**src/rtl/alu_op_sequencer.sv**
```systemverilog
// Registered execute stage and in-order response FIFO wrapped around the
// combinational ALU. Requests are accepted and responses returned over valid/ready.
module alu_op_sequencer #(
    parameter int TAG_W     = 4,
    parameter int RSP_DEPTH = 2,
    parameter int CNT_W     = 16
) (
    input  logic             clk,
    input  logic             rst_n,
    input  logic             req_valid,
    output logic             req_ready,
    input  logic [3:0]       req_op,
    input  logic [31:0]      req_a,
    input  logic [31:0]      req_b,
    input  logic [TAG_W-1:0] req_tag,
    output logic [31:0]      alu_a,
    output logic [31:0]      alu_b,
    output logic [3:0]       alu_f,
    input  logic [31:0]      alu_y,
    input  logic [3:0]       alu_zero,
    output logic             rsp_valid,
    input  logic             rsp_ready,
    output logic [31:0]      rsp_y,
    output logic             rsp_zero,
    output logic             rsp_err,
    output logic [TAG_W-1:0] rsp_tag,
    output logic [CNT_W-1:0] op_count
);
    localparam int PTR_W = $clog2(RSP_DEPTH);

    typedef struct packed {
        logic [31:0]      y;
        logic             zero;
        logic             err;
        logic [TAG_W-1:0] tag;
    } rsp_t;

    logic             r_ex_valid;
    logic [31:0]      r_ex_a;
    logic [31:0]      r_ex_b;
    logic [3:0]       r_ex_op;
    logic [TAG_W-1:0] r_ex_tag;

    rsp_t             r_fifo [RSP_DEPTH];
    logic [PTR_W:0]   r_wr_ptr;
    logic [PTR_W:0]   r_rd_ptr;
    logic [CNT_W-1:0] r_op_count;

    logic w_empty;
    logic w_full;
    logic w_accept;
    logic w_push;
    logic w_pop;
    logic w_unused_zero;
    rsp_t w_capture;
    rsp_t w_head;

    // Pointers carry one wrap bit so full and empty are distinguishable.
    assign w_empty  = (r_wr_ptr == r_rd_ptr);
    assign w_full   = (r_wr_ptr[PTR_W] != r_rd_ptr[PTR_W]) &&
                      (r_wr_ptr[PTR_W-1:0] == r_rd_ptr[PTR_W-1:0]);

    assign req_ready = !r_ex_valid || !w_full;
    assign w_accept  = req_valid && req_ready;
    assign w_push    = r_ex_valid && !w_full;
    assign w_pop     = rsp_valid && rsp_ready;

    // Illegal codes (bit 3 set) return a fixed result regardless of what the ALU produced.
    assign w_capture.err  = r_ex_op[3];
    assign w_capture.y    = r_ex_op[3] ? 32'd0 : alu_y;
    assign w_capture.zero = r_ex_op[3] ? 1'b1 : alu_zero[0];
    assign w_capture.tag  = r_ex_tag;
    assign w_unused_zero  = &{1'b0, alu_zero[3:1]};

    always_ff @(posedge clk or negedge rst_n) begin
        if (!rst_n) begin
            r_ex_valid <= 1'b0;
            r_ex_a     <= '0;
            r_ex_b     <= '0;
            r_ex_op    <= '0;
            r_ex_tag   <= '0;
        end else if (w_accept) begin
            r_ex_valid <= 1'b1;
            r_ex_a     <= req_a;
            r_ex_b     <= req_b;
            r_ex_op    <= req_op;
            r_ex_tag   <= req_tag;
        end else if (w_push) begin
            r_ex_valid <= 1'b0;
        end
    end

    // NOTE: FIFO storage has no reset; the pointers define which entries are live,
    // and outputs are masked while empty so stale contents never reach rsp_*.
    always_ff @(posedge clk) begin
        if (w_push) begin
            r_fifo[r_wr_ptr[PTR_W-1:0]] <= w_capture;
        end
    end

    always_ff @(posedge clk or negedge rst_n) begin
        if (!rst_n) begin
            r_wr_ptr   <= '0;
            r_rd_ptr   <= '0;
            r_op_count <= '0;
        end else begin
            if (w_push) begin
                r_wr_ptr <= r_wr_ptr + 1'b1;
            end
            if (w_pop) begin
                r_rd_ptr   <= r_rd_ptr + 1'b1;
                r_op_count <= r_op_count + 1'b1;
            end
        end
    end

    assign w_head    = r_fifo[r_rd_ptr[PTR_W-1:0]];
    assign rsp_valid = !w_empty;
    assign rsp_y     = rsp_valid ? w_head.y    : 32'd0;
    assign rsp_zero  = rsp_valid ? w_head.zero : 1'b0;
    assign rsp_err   = rsp_valid ? w_head.err  : 1'b0;
    assign rsp_tag   = rsp_valid ? w_head.tag  : '0;

    assign alu_a    = r_ex_a;
    assign alu_b    = r_ex_b;
    assign alu_f    = r_ex_op;
    assign op_count = r_op_count;

endmodule

```
**config.mk**
```make
export PLATFORM = sky130hd
export DESIGN_NAME = alu_op_sequencer
export DESIGN_NICKNAME = d
export VERILOG_FILES = /design/src/rtl/alu_op_sequencer.sv
export SDC_FILE = /design/constraint.sdc
export NUM_CORES = 1
export LEC_CHECK = 0
export BUFFER_PORTS_ARGS = -buffer_cell sky130_fd_sc_hd__clkbuf_2
export CORE_MARGIN = 8
export CORE_UTILIZATION = 46
export DETAILED_ROUTE_END_ITERATION = 10
export GPL_TIMING_DRIVEN = 0
export MAX_ROUTING_LAYER = met4
export PLACE_DENSITY = 0.85
export RECOVER_POWER = 25
export SETUP_SLACK_MARGIN = 0.3
export SYNTH_ARGS = -nofsm -noshare
export SYNTH_HDL_FRONTEND = slang
export SYNTH_SLANG_ARGS = --single-unit
```
**constraint.sdc**
```tcl
create_clock -name clk -period 4.23 [get_ports clk]
set_clock_uncertainty 0.1 [all_clocks]
set_input_delay 0.6345 -clock clk [delete_from_list [all_inputs] [get_ports clk]]
set_output_delay 0.6345 -clock clk [all_outputs]
set_load 0.01 [all_outputs]
```
==> reports/metrics.cfg <==
[worst_hold_path]
min_path_type=in2reg

[timing]
worst_slack_ps=961
fin_setup_tns_ps=0
period_needed_ps=3270
worst_pin_slew_ps=1580
slew_viol_final=67
fmax_mhz=306
slew_headroom=-0.0557
fin_crit_sh=0.773
finalHoldViolCount=0
rsz0062_at_grt=no
setup_violations=0

[die]
die_w_um=140
start_util=0.468
core_area_mm2=0.0151
io_pins=236
die_area_mm2=0.0196
dieHeight_um=140
rows=45

[place]
dpl.hpwl_um=12500
post_dp_cell_area_mm2=0.00862
dp.cells=860
routabilityCongestion=0.749
port_buffers=232
preCtsSetupSlack_ps=1550

[route]
viasPerCell=4.92
drtIter0Drc=135
finalWirelength_um=16300
drcViolationCount=0
dr.pass1.iters=4
avgRoutedWirePerCell_um=18.3
num_vias=4393
ant_nets=0

[worst_setup_path]
critPathRequiredTime_ps=3500
crit_top_cell=buf_2
critical_path.max_stage_delay_ps=460
critPathMaxFanout=10
crit_arrival_ps=2530
worstSetupPathType=reg2out
worstPathCellList=clkbuf_1 -> xnor2_1 -> and2_1 -> buf_2 -> buf_2 -> nor2_1 -> clkbuf_2
startpoint_type=register
end_kind=primary output
cp_slowest_cell=xnor2_1
rrSetupSlack_ps=1850

[logic_synthesis]
ys_ff_latch=169
synthFlopType=dfrtp_1
postSynthAreaPerCell_um2=16.2
syn_inst=436
synth_edf_count=76
yosysUniqueCellTypes=33
syn_area_mm2=0.00708
synth_seq_area_share=0.651
async_flop_share=0.550
syn_nets=549
yosysWarnings=0

[clock_network]
root_buffer=clkbuf_16
ctsResizeCount=0
clk_pin_slew_ps=60
cts_buffers=17
ctsHoldBuffers=0
cts.sinks=169
worst_skew_pair.late_latency_ps=410
htreeDepth=4
cts_tree=yes
cts_setup_buffers=0
clk_path_buf_depth=2

[cells_and_area]
most-common-layout-cells=232 x clkbuf_2, 93 x dfrtp_1, 76 x edfxtp_1
seq_area_mm2=0.00461
nFillCells=1161
layout.cells.non_filler=892
final_design_area_no_fill_mm2=0.00916
antenna_cells=0
synthToLayoutAreaGrowth_pct=29.3
fin_util=0.605
drive_above_1_share=0.501
multi_input_area_mm2=0.00226
final_common_cell=clkbuf_2
nets=804

[grt]
grt_most_used_layer=met2
gr-usage-met2=0.303
met1_usage=0.187
use_met3=0.0652
grt_usage=0.176
grt_pass1_vias=5042
antenna_found_initial=0
grt.overflow.total=0
grt_pass1_wl_um=26000
grt_start_max_net_pins=67

[outcome]
status=complete, but fails checks
violations=max-capacitance violations, max-slew violations

[power_and_ir_drop]
peakVddDrop_v=0.000409
leakage_nw=4.35
p_per_area_mw_per_mm2=851

[job]
drv_cap=1

[flip-flops by register name, summed over array words and instances (netlist names)]
name,count
r_fifo,76
alu_a,32
alu_b,32
op_count,16
alu_f,4
r_ex_tag,4
r_rd_ptr,2
r_wr_ptr,2
r_ex_valid,1
[critical path, delay by kind of cell, from the launching register on]
kind	cells	cell delay [ps]
flops	1	360
buf+inv	4	920
xor+xnor	1	460
simple gates	2	380
[area by class of cell]
type                            instances  share of cell area
Buffer                                 21              0.0231
Multi-Input combinational cell        244               0.247
Timing Repair Buffer                  236               0.136
Tap cell                              188              0.0257
Clock inverter                         12              0.0163
Inverter                                2            0.000820
Clock buffer                           20              0.0477
Sequential cell                       169               0.503
[layer usage]
metal  wire length (um)  vias to the layer above
li1                   -                     2049
met5                  0                        -
met1               6600                     2145
met3               1170                       11
met2               8390                      188
met4                165                        0
[stage by stage]
stage | hold WS, ps | power, mW
finish | 338 | 7.80
global route | 318 | 8.28
CTS | 68.2 | 7.95
detailed placement | 367 | 6.38
global placement | 355 | 6.17
floorplan | 239 | 4.96
[synthesized netlist by cell type (all sizes together) (7+ instances only)]
cell | instances | area (um^2)
dfrtp | 93 | 2330
and3 | 7 | 43.8
edfxtp | 76 | 2280
nand3 | 8 | 45.0
clkbuf | 8 | 30.0
buf | 13 | 189
xnor2 | 15 | 139
mux2i | 38 | 380
nor2b | 32 | 200
nor2 | 39 | 146
nand2 | 8 | 30.0
mux2 | 74 | 1100
[power breakdown]
part           leakage, nW  internal, mW  switching (mW)
logic                 2.25          1.59            1.77
clock network        0.272         0.926           0.602
registers             1.83          2.55           0.363
total                 4.35          5.06            2.74
[path summary, 6_finish.rpt]
kind	to	cells after the start	from
worst min-delay path	r_ex_valid$_DFFE_PN0P_	2	req_valid
worst min register to register	op_count[15]$_DFFE_PN0P_	1	op_count[15]$_DFFE_PN0P_
min in group asynchronous	alu_b[0]$_DFFE_PN0P_	1	rst_n
worst max-delay path	rsp_tag[0]	7	r_rd_ptr[0]$_DFFE_PN0P_
max in group asynchronous	r_ex_tag[3]$_DFFE_PN0P_	2	rst_n
worst max register to register	r_fifo[1][4]$_DFFE_PP_	4	r_rd_ptr[0]$_DFFE_PN0P_
[logic make-up (layout without fill, tap and decap cells)]
group           count (synthesis)  after routing  synth area share
flops                         169            169             0.651
mux                           112            112             0.208
simple gates                  105            105            0.0765
buf+inv                        23            291            0.0320
xor+xnor                       20             20            0.0258
compound gates                  6              6           0.00494
fa+ha+maj                       1              1           0.00177
Note: power is estimated with default switching activity, not from simulation.
